$ cat src/rtl/rf_pulse_tx.sv
// RF pulse transmitter: sends an all-ones preamble followed by a payload, MSB first,
// as one fixed-width pulse per '1' bit period on a single registered line.
module rf_pulse_tx #(
    parameter int PERIOD_CYC = 10000,
    parameter int PULSE_OFS  = 5000,
    parameter int HIGH_CYC   = 1,
    parameter int PRE_BITS   = 8,
    parameter int PKT_BITS   = 64,
    parameter int GAP_CYC    = 8
) (
    input  logic                i_PCLK,
    input  logic                i_PRESET,
    input  logic                i_START,
    input  logic [PKT_BITS-1:0] i_PKT,
    input  logic                i_ABORT,
    output logic                o_RFOUT,
    output logic                o_BUSY,
    output logic                o_DONE,
    output logic [6:0]          o_BIT_IDX,
    output logic [1:0]          o_STATE
);

    localparam int CNT_W = (PERIOD_CYC > 1) ? $clog2(PERIOD_CYC) : 1;
    localparam int GAP_W = (GAP_CYC > 0) ? $clog2(GAP_CYC + 1) : 1;

    localparam logic [CNT_W-1:0] CNT_LAST  = CNT_W'(PERIOD_CYC - 1);
    localparam logic [CNT_W:0]   OFS_START = (CNT_W+1)'(PULSE_OFS);
    localparam logic [CNT_W:0]   OFS_END   = (CNT_W+1)'(PULSE_OFS + HIGH_CYC);
    localparam logic [GAP_W-1:0] GAP_LAST  = GAP_W'(GAP_CYC);
    localparam logic [6:0]       LAST_PRE  = 7'(PRE_BITS - 1);
    localparam logic [6:0]       LAST_BIT  = 7'(PRE_BITS + PKT_BITS - 1);

    localparam logic [1:0] S_IDLE = 2'd0;
    localparam logic [1:0] S_PRE  = 2'd1;
    localparam logic [1:0] S_DATA = 2'd2;
    localparam logic [1:0] S_GAP  = 2'd3;

    if (HIGH_CYC < 1 || PULSE_OFS + HIGH_CYC > PERIOD_CYC) begin : g_bad_cfg
        $error("rf_pulse_tx: pulse does not fit inside the bit period");
    end

    logic [1:0]          state_q, state_d;
    logic [CNT_W-1:0]    cnt_q, cnt_d;
    logic [GAP_W-1:0]    gap_q, gap_d;
    logic [6:0]          idx_q, idx_d;
    logic [PKT_BITS-1:0] sr_q, sr_d;
    logic                rf_q, rf_d;
    logic                busy_q, busy_d;
    logic                done_q, done_d;

    logic period_end;
    logic in_window;

    // cnt_q holds the cycle position inside the current bit period; the pulse is
    // registered, so rf_d asserted at position OFS appears on the line one edge later.
    assign period_end = (cnt_q == CNT_LAST);
    assign in_window  = ({1'b0, cnt_q} >= OFS_START) && ({1'b0, cnt_q} < OFS_END);

    always_comb begin
        state_d = state_q;
        cnt_d   = cnt_q;
        gap_d   = gap_q;
        idx_d   = idx_q;
        sr_d    = sr_q;
        busy_d  = busy_q;
        done_d  = 1'b0;
        rf_d    = 1'b0;

        case (state_q)
            S_IDLE: begin
                busy_d = 1'b0;
                if (i_START) begin
                    sr_d    = i_PKT;
                    busy_d  = 1'b1;
                    cnt_d   = '0;
                    gap_d   = '0;
                    idx_d   = '0;
                    state_d = S_PRE;
                end
            end

            S_PRE: begin
                rf_d  = in_window;
                cnt_d = period_end ? '0 : cnt_q + CNT_W'(1);
                if (period_end) begin
                    idx_d = idx_q + 7'd1;
                    if (idx_q == LAST_PRE) begin
                        state_d = S_DATA;
                    end
                end
            end

            S_DATA: begin
                rf_d  = sr_q[PKT_BITS-1] && in_window;
                cnt_d = period_end ? '0 : cnt_q + CNT_W'(1);
                if (period_end) begin
                    sr_d = {sr_q[PKT_BITS-2:0], 1'b0};
                    // The index stays on the last bit for the whole gap.
                    if (idx_q == LAST_BIT) begin
                        gap_d   = '0;
                        state_d = S_GAP;
                    end else begin
                        idx_d = idx_q + 7'd1;
                    end
                end
            end

            S_GAP: begin
                if (gap_q == GAP_LAST) begin
                    state_d = S_IDLE;
                    busy_d  = 1'b0;
                    done_d  = 1'b1;
                    idx_d   = '0;
                    gap_d   = '0;
                end else begin
                    gap_d = gap_q + GAP_W'(1);
                end
            end

            default: begin
                state_d = S_IDLE;
                busy_d  = 1'b0;
            end
        endcase

        // Abort drops the frame without a completion strobe; a pulse in flight is cut.
        if (state_q != S_IDLE && i_ABORT) begin
            state_d = S_IDLE;
            rf_d    = 1'b0;
            busy_d  = 1'b0;
            done_d  = 1'b0;
            cnt_d   = '0;
            gap_d   = '0;
            idx_d   = '0;
        end
    end

    always_ff @(posedge i_PCLK) begin
        if (i_PRESET) begin
            state_q <= S_IDLE;
            cnt_q   <= '0;
            gap_q   <= '0;
            idx_q   <= '0;
            sr_q    <= '0;
            rf_q    <= 1'b0;
            busy_q  <= 1'b0;
            done_q  <= 1'b0;
        end else begin
            state_q <= state_d;
            cnt_q   <= cnt_d;
            gap_q   <= gap_d;
            idx_q   <= idx_d;
            sr_q    <= sr_d;
            rf_q    <= rf_d;
            busy_q  <= busy_d;
            done_q  <= done_d;
        end
    end

    assign o_RFOUT   = rf_q;
    assign o_BUSY    = busy_q;
    assign o_DONE    = done_q;
    assign o_BIT_IDX = idx_q;
    assign o_STATE   = state_q;

    a_done_single : assert property (@(posedge i_PCLK) disable iff (i_PRESET)
        o_DONE |=> !o_DONE);
    a_done_not_busy : assert property (@(posedge i_PCLK) disable iff (i_PRESET)
        !(o_DONE && o_BUSY));

endmodule

$ cat config.mk
export PLATFORM = sky130hd
export DESIGN_NAME = rf_pulse_tx
export DESIGN_NICKNAME = d
export VERILOG_FILES = /design/src/rtl/rf_pulse_tx.sv
export SDC_FILE = /design/constraint.sdc
export NUM_CORES = 1
export LEC_CHECK = 0
export ABC_CLOCK_PERIOD_IN_PS = 3000
export BUFFER_PORTS_ARGS = -buffer_cell sky130_fd_sc_hd__buf_2
export CORE_MARGIN = 3
export CORE_UTILIZATION = 35
export DETAILED_ROUTE_END_ITERATION = 7
export PLACE_DENSITY = 0.62
export SLEW_MARGIN = 10
export SYNTH_ARGS = -nofsm -noshare
export SYNTH_HDL_FRONTEND = slang
export SYNTH_SLANG_ARGS = --single-unit
$ cat constraint.sdc
create_clock -name i_PCLK -period 3 [get_ports i_PCLK]
set_input_delay 0.9 -clock i_PCLK [delete_from_list [all_inputs] [get_ports i_PCLK]]
set_output_delay 0.9 -clock i_PCLK [all_outputs]
set_load 0.03 [all_outputs]
## Word-level counts from Yosys, hierarchy flattened

Cells that the tools add are included.

- Register bits: 94
- Memory bits (writable): 0
- Bits in latches: 0
- Output and inout port bits: 12
- Word-level logic and storage cells: 75
- Memories: 0
- Memory bits (read-only): 0
- Input port bits: 68

- Shift-type cells: 0
- $add $sub $neg: 3
- Bitwise gates (word level): 1
- Div/mod/pow operators: 0
- Mux-type cells: 29
- Order comparisons: 2
- Equality and inequality tests: 14
- $mul: 0
- Reductions and logical operators: 18

Operators with widths:

| operator | count |
|---|---|
| 64-bit two-way mux | 2 |
| 64-bit case mux with 2 select lines | 1 |
| 7-bit two-way mux | 5 |
| 14-bit two-way mux | 2 |
| 14-bit case mux with 2 select lines | 1 |
| 7-bit case mux with 4 select lines | 1 |
| 4-bit two-way mux | 4 |
| 14-bit by 1-bit adder with 14-bit output, second input constant | 1 |
| 14-bit == test, second input constant | 1 |
| 14-bit by 13-bit greater-or-equal comparator with 1-bit output, second input constant | 1 |
| 14-bit by 13-bit less-than comparator with 1-bit output, second input constant | 1 |
| 2-bit inequality test, second input constant | 7 |
| 2-bit two-way mux | 6 |
| 4-bit case mux with 3 select lines | 1 |
| 2-bit case mux with 4 select lines | 1 |
| 2-bit nonzero test | 4 |
| 7-bit by 1-bit adder with 7-bit output, second input constant | 1 |
| 7-bit by 3-bit == test with 1-bit output, second input constant | 1 |
| 7-bit == test, second input constant | 1 |
| 6-bit AND reduction | 1 |
| 5-bit AND reduction | 1 |
| 4-bit by 1-bit adder with 4-bit output, second input constant | 1 |
| 2-bit == test, second input constant | 2 |
| 4-bit == test, second input constant | 1 |
| other kinds (12) | 19 |

## Longest topological paths before layout

Gate-level depths: netlist (run 1).

- Depth in word-level cells: 4
- Mapped depth: 9
- Depth with buffers taken out: 8

## Least setup slack after synthesis (run 1)

Ideal clock, no wire load.

- Path kind: reg2reg
- Start point: register state_q[0], in the netlist o_STATE[0]
- End point: register rf_q, in the netlist o_RFOUT
- Library setup time: 92 ps
- Stages on the path, launching flop included: 6
- Required time: 2908 ps
- Arrival: 2025 ps
- Path slack: 884 ps
- Cell sequence: dfxtp_1 -> inv_1 -> ha_1 -> buf_1 -> or4b_2 -> nor4_1

- Word-level cells in the longest chain between the ends: 3

RTL lines:

| element | RTL line | text |
|---|---|---|
| from (decl) | 42 | `logic [1:0] state_q, state_d;` |
| from (signal assigned) | 149 | `state_q <= state_d;` |
| parallel branches: the longest is 3 deep, another holds 2-bit == test | n/a |  |
| to (signal assigned) | 154 | `rf_q <= rf_d;` |
| to (decl) | 47 | `logic rf_q, rf_d;` |

Several ways; the timed one is not identified.
A chain may end at the register's enable or synchronous reset.

## Worst setup path in the final report (run 1)

- Start point: register cnt_q[8]
- End point: register sr_q[14]

- Word-level cells in the longest chain between the ends: 3

RTL lines:

| element | RTL line | text |
|---|---|---|
| from (decl) | 43 | `logic [CNT_W-1:0] cnt_q, cnt_d;` |
| from (signal assigned) | 150 | `cnt_q <= cnt_d;` |
| 14-bit == test | 56 | `assign period_end = (cnt_q == CNT_LAST);` |
| 2-bit inequality test (no line) | n/a |  |
| 3-bit AND reduction (no line) | n/a |  |
| to (signal assigned) | 153 | `sr_q <= sr_d;` |
| to (decl) | 46 | `logic [PKT_BITS-1:0] sr_q, sr_d;` |

No other way between the ends.

==> flow_summary.ini, run 1 <==
[worst_setup_path]
endpoint_kind = flip-flop
crit_type = reg -> reg
worst_ep_required_time_ps = 3260
crit_fanout = 28
critPathLaunchType = flip-flop
critical_path_arrival_ps = 2560
startpoint = cnt_q[8]
reg2reg_from = cnt_q[8]

[sta]
setup_viol_count_final = 0
fin_setup_tns_ps = 0
fmax_ghz = 0.435
hold_violations = 0
drv_slew = 0
relSlewSlack = 0.572
rsz0062_at_grt = false
skew_ps = 5.90
fin_crit_ps = 2300
worstMarginPinSlew_ps = 642
setup_ws_ps = 701
period_share = 0.766

[global_route]
grt_first_pass_wirelength_mm = 16.8
grt-ovfl-total = 0
grt_max_degree = 40
grt_pass1_vias = 3585
grt_usage = 0.139
antenna_found_initial = 1

[synth]
netlist_instances = 490
syn_nets = 568
syn_avg_cell_area_um2 = 9.81
synth_edf_count = 0
ys_types = 48
synth_top_cell_area_share = 0.392
synthesis.area_um2 = 4800
yosysTopAreaCell = dfxtp_1
ys.flop_type = dfxtp_1
yosys-top-cells-count = 94 x dfxtp_1, 91 x nor2_1, 65 x mux2i_1, 56 x a211oi_2, 17 x a21oi_1
ys_top_cells_by_area = dfxtp_1 39%, a211oi_2 15%, mux2i_1 14%
synth_seq_cells = 94
synth_most_common_cell = dfxtp_1
yosys_warnings = 0
seq_area_frac_synth = 0.392
synth-async-reset-ratio = 0

[detailed_routing]
wl_mm = 10.1
ant_nets = 0
wl_per_cell_um = 13.8
first_iter_violations = 210
first_pass_iters = 4
drc = 0
vias_per_cell = 5.08
vias = 3741

[place]
portBuffers = 79
place_congestion = 0.850
dpl_cell_area_um2 = 5340
dp_hpwl_mm = 7.10
dpl_worst_slack_ps = 555

[final_layout]
syn_to_final_growth_pct = 16.5
fin_nets = 633
design_area_um2 = 5600
drive_above_1_share = 0.302
antennaDiodeCount = 0

[clock_tree]
cts_resized = 0
cts-root-buf = clkbuf_16
cts_num_sinks = 94
clk_pin_slew_worst_paths_ps = 60
cts_tree = built
post-cts-setup-buffers = 0
cts_hold_buffers = 0
htreeDepth = 3
numCtsBuffers = 9
clkLatencyLatePin_ps = 340
cts_buffer_depth = 2

[min_path]
min-delay-start = sr_q[0]
hold_path_class = reg -> reg

[floorplanning]
die-area_um2 = 15200
pin_count = 80
row_count = 42
start_util = 0.360
core_um2 = 13300
die_h_um = 123
die_width_um = 123

[pwr]
vdd_drop_max_mv = 0.548
p_leak_nw = 2.00
power.total_w = 0.00552
p_per_area_nw_per_um2 = 986

[outcome]
status = complete, no violations

[flow_run]
maxCapViolCount = 0
[critical path, stage by stage (launching register included)]
cell and delay (ps):
dfxtp_1 500, and4bb_1 270, nand3_2 160, o21ai_1 200, o211a_4 460, buf_4 330, nor2_1 90, a211oi_2 200
[where the power goes]
| group | total (W) | switching [W] | internal [W] |
|---|---|---|---|
| Sequential | 0.00180 | 0.000193 | 0.00161 |
| Combinational | 0.00267 | 0.00158 | 0.00109 |
| Clock | 0.00105 | 0.000463 | 0.000585 |
| Total | 0.00552 | 0.00223 | 0.00329 |
[metal layers]
layer,routed length (µm),share of wire,vias up,global-route usage
li1,-,-,1899,-
met1,4660,0.46,1759,0.179
met2,4770,0.47,67,0.219
met3,507,0.050,14,0.0380
met4,189,0.019,2,0.0581
met5,9,0.00089,-,0
[placed cells by master (no fill, tap or decap), types with 4 or more instances in the layout]
cell type / netlist / final
nand3_1: 14 / 14
xor2_1: 4 / 4
o22ai_1: 4 / 4
buf_4: 8 / 9
a211oi_1: 8 / 8
a211oi_2: 56 / 56
a21oi_1: 17 / 17
and3_1: 4 / 4
clkbuf_16: 0 / 9
mux2i_1: 65 / 65
o21ai_0: 7 / 7
clkbuf_1: 14 / 5
nand2_1: 15 / 15
xnor2_1: 5 / 5
nand4_1: 6 / 6
inv_1: 11 / 11
nor3_1: 7 / 7
dfxtp_1: 94 / 94
buf_2: 4 / 78
nor2_1: 91 / 91
ha_1: 10 / 9
[area by class of cell]
type / instances / area [µm²]
Sequential cell: 94 / 1880
Timing Repair Buffer: 90 / 518
Clock buffer: 15 / 258
Tap cell: 176 / 220
Clock inverter: 1 / 5.00
Multi-Input combinational cell: 349 / 2680
Fill cell: 1342 / 7750
Inverter: 11 / 41.3
[registers in the layout, summed over array words and instances (netlist names)]
name	count
o_DONE	1
gap_q	4
o_STATE	2
o_BUSY	1
cnt_q	14
o_RFOUT	1
sr_q	64
o_BIT_IDX	7
[logic make-up after synthesis]
kind of cell	synth area share
buffers and inverters	0.0557
multiplexers	0.138
AND/OR/NAND/NOR	0.157
XOR/XNOR	0.0164
adder cells (fa/ha/maj)	0.0260
AO/OA/AOI/OAI	0.216
flip-flops	0.392
[final timing paths]
path	to	cells after the start	slack, ps
setup reg to reg	sr_q[14]	7	700
setup / recovery	sr_q[14]	7	700
hold reg to reg	sr_q[0]	2	470
hold / removal	sr_q[0]	2	470
[metrics by stage]
| stage | std cells | hold slack [ps] | utilization |
|---|---|---|---|
| finish | 736 | 467 | 0.419 |
| CTS | 736 | 469 | 0.419 |
| detailed placement | 720 | 458 | 0.400 |
| global route | 736 | 508 | 0.419 |
| floorplan | 490 | 445 | - |
| global placement | 720 | 458 | 0.400 |
(Power assumes the default switching activity.)
==> run 2, diff against run 1 <==
--- a/config.mk
+++ b/config.mk
@@ -5,7 +5,8 @@
 export SDC_FILE = /design/constraint.sdc
 export NUM_CORES = 1
 export LEC_CHECK = 0
-export ABC_CLOCK_PERIOD_IN_PS = 3000
+export ABC_AREA = 1
+export ABC_CLOCK_PERIOD_IN_PS = 2120
 export BUFFER_PORTS_ARGS = -buffer_cell sky130_fd_sc_hd__buf_2
 export CORE_MARGIN = 3
 export CORE_UTILIZATION = 35
==> constraint.sdc (replaced) <==
create_clock -name i_PCLK -period 2.12 [get_ports i_PCLK]
set_input_delay 0.636 -clock i_PCLK [delete_from_list [all_inputs] [get_ports i_PCLK]]
set_output_delay 0.636 -clock i_PCLK [all_outputs]
set_load 0.03 [all_outputs]
==> flow_summary.ini, run 2 <==
[floorplanning]
row_count = 42
start_util = 0.362
die_h_um = 124
pin_count = 80
die-area_um2 = 15300
die_width_um = 124
core_um2 = 13400

[final_layout]
drive_above_1_share = 0.180
fin_nets = 840
layout_common_cells = 118 x nand2_1, 97 x inv_1, 94 x dfxtp_1
syn_to_final_growth_pct = 17.2
max_flop_register = sr_q
largest_reg_flops = 64
stdcell_count = 942
final_common_cell = nand2_1
antennaDiodeCount = 0
design_area_um2 = 5680
fill_cells = 1421

[worst_setup_path]
crit_path_max_incr_delay_ps = 390
endpoint_kind = flip-flop
critical_path_arrival_ps = 2130
cpMostUsedCell = nand3_2
crit_fanout = 28
rrSetupSlack_ps = 230
worst_ep_required_time_ps = 2360
critPathSlowestCell = dfxtp_1
crit_chain = ha_1 > nand3_2 > nor2_1 > nand3_2 > nand2_4 > nand3_4 > buf_12 > o21ai_1 > a21oi_1
crit_family = simple AND/OR/NAND/NOR gates
crit_type = reg -> reg
critPathLaunchType = flip-flop
path_buf_inv = 1

[detailed_routing]
wl_per_cell_um = 11.5
wl_mm = 10.8
drc = 0
vias_per_cell = 4.67
ant_nets = 0
first_iter_violations = 342
vias = 4401
first_pass_iters = 4

[outcome]
status = complete, no violations

[pwr]
p_per_area_nw_per_um2 = 1180
p_leak_nw = 2.49
vdd_drop_max_mv = 0.539

[global_route]
antenna_found_initial = 0
grt_max_degree = 76
grt_pass1_vias = 3858
grt_first_pass_wirelength_mm = 17.5
grt_usage = 0.144
grt-ovfl-total = 0

[place]
dp_hpwl_mm = 7.50
place_congestion = 0.857
portBuffers = 79
dp_cells = 927
dpl_cell_area_um2 = 5410

[flow_run]
maxCapViolCount = 0

[clock_tree]
clkLatencyLatePin_ps = 340
numCtsBuffers = 9
cts_resized = 0
cts_num_sinks = 94
cts_hold_buffers = 0
cts-root-buf = clkbuf_16
post-cts-setup-buffers = 0
cts_tree = built
htreeDepth = 3
clk_pin_slew_worst_paths_ps = 70
cts_buffer_depth = 2

[min_path]
hold_path_class = reg -> reg

[sta]
skew_ps = 5.60
fin_setup_tns_ps = 0
relSlewSlack = 0.761
hold_violations = 0
drv_slew = 0
rsz0062_at_grt = false
period_share = 0.892
fmax_ghz = 0.529
fin_crit_ps = 1890
hold_slack_ps = 445
worstMarginPinSlew_ps = 359
setup_viol_count_final = 0

[synth]
synth_top_cell_area_share = 0.388
seq_area_frac_synth = 0.388
synth_seq_cells = 94
syn_nets = 770
yosys_warnings = 0
yosysTopAreaCell = dfxtp_1
yosys-top-cells-count = 118 x nand2_1, 99 x inv_1, 94 x dfxtp_1, 84 x a21oi_1, 78 x o21ai_0
ys_top_cells_by_area = dfxtp_1 39%, nand2_1 9.1%, a21oi_1 8.7%
ys.flop_type = dfxtp_1
syn_avg_cell_area_um2 = 7.00
synth_most_common_cell = nand2_1
ys_types = 37
synthesis.area_um2 = 4850
synth_edf_count = 0
netlist_instances = 692
synth-async-reset-ratio = 0
==> run 2: cell types whose count changed after synthesis, sizes merged, moves of 63 or more <==
cell	change
a21oi	+70
inv	+94
mux2i	-65
o21ai	+128
nand2	+105
a211oi	-63
==> run 2: layout make-up <==
cell class	instances	area, µm²	share of cell area
repair buffers	97	618	0.109
clock buffers	9	225	0.0397
inverters	105	395	0.0696
clock inverters	6	48.8	0.00859
multi-input cells	455	2290	0.403
flip-flops and latches	94	1880	0.331
well taps	176	220	0.0388
==> run 2: worst paths after layout <==
| check | from | endpoint | cells after the start |
|---|---|---|---|
| max | cnt_q[0] | sr_q[49] | 9 |
| min | sr_q[60] | sr_q[60] | 2 |
| min reg2reg | sr_q[60] | sr_q[60] | 2 |
| max reg2reg | cnt_q[0] | sr_q[49] | 9 |
==> run 2: cell families (layout without fill, tap and decap cells) <==
group                      count (synthesis)  in the layout  synth area share
xor gates and xnor gates                   4              4           0.00723
adders and majority gates                 10             10            0.0258
AOI/OAI and AO/OA                        229            229             0.247
buffers and inverters                    143            217             0.139
DFF                                       94             94             0.388
and+or+nand+nor                          212            212             0.192
==> run 2: per-layer routing <==
layer  global-route usage  vias up  share of wire
met5                    0        -              0
met4               0.0484        0          0.013
met3               0.0427       14          0.057
met2                0.216       92           0.42
met1                0.196     1901           0.51
li1                     -     2394              -
==> run 2: stage by stage <==
stage / setup WS, ps / power, W / util
floorplan: 103 / 0.00477 / -
global placement: 271 / 0.00523 / 0.403
detailed placement: 247 / 0.00527 / 0.403
CTS: 231 / 0.00681 / 0.424
global route: 46.0 / 0.00732 / 0.424
finish: 230 / 0.00673 / 0.424
==> run 2: worst min-delay path: stages, from the launching register on <==
cell and delay [ps]:
dfxtp_1 300, inv_1 50, a21oi_1 50
==> run 2: power breakdown <==
group / switching [W] / internal (W)
Sequential: 0.000177 / 0.00229
Combinational: 0.00178 / 0.000978
Clock: 0.000703 / 0.000798
Total: 0.00266 / 0.00406
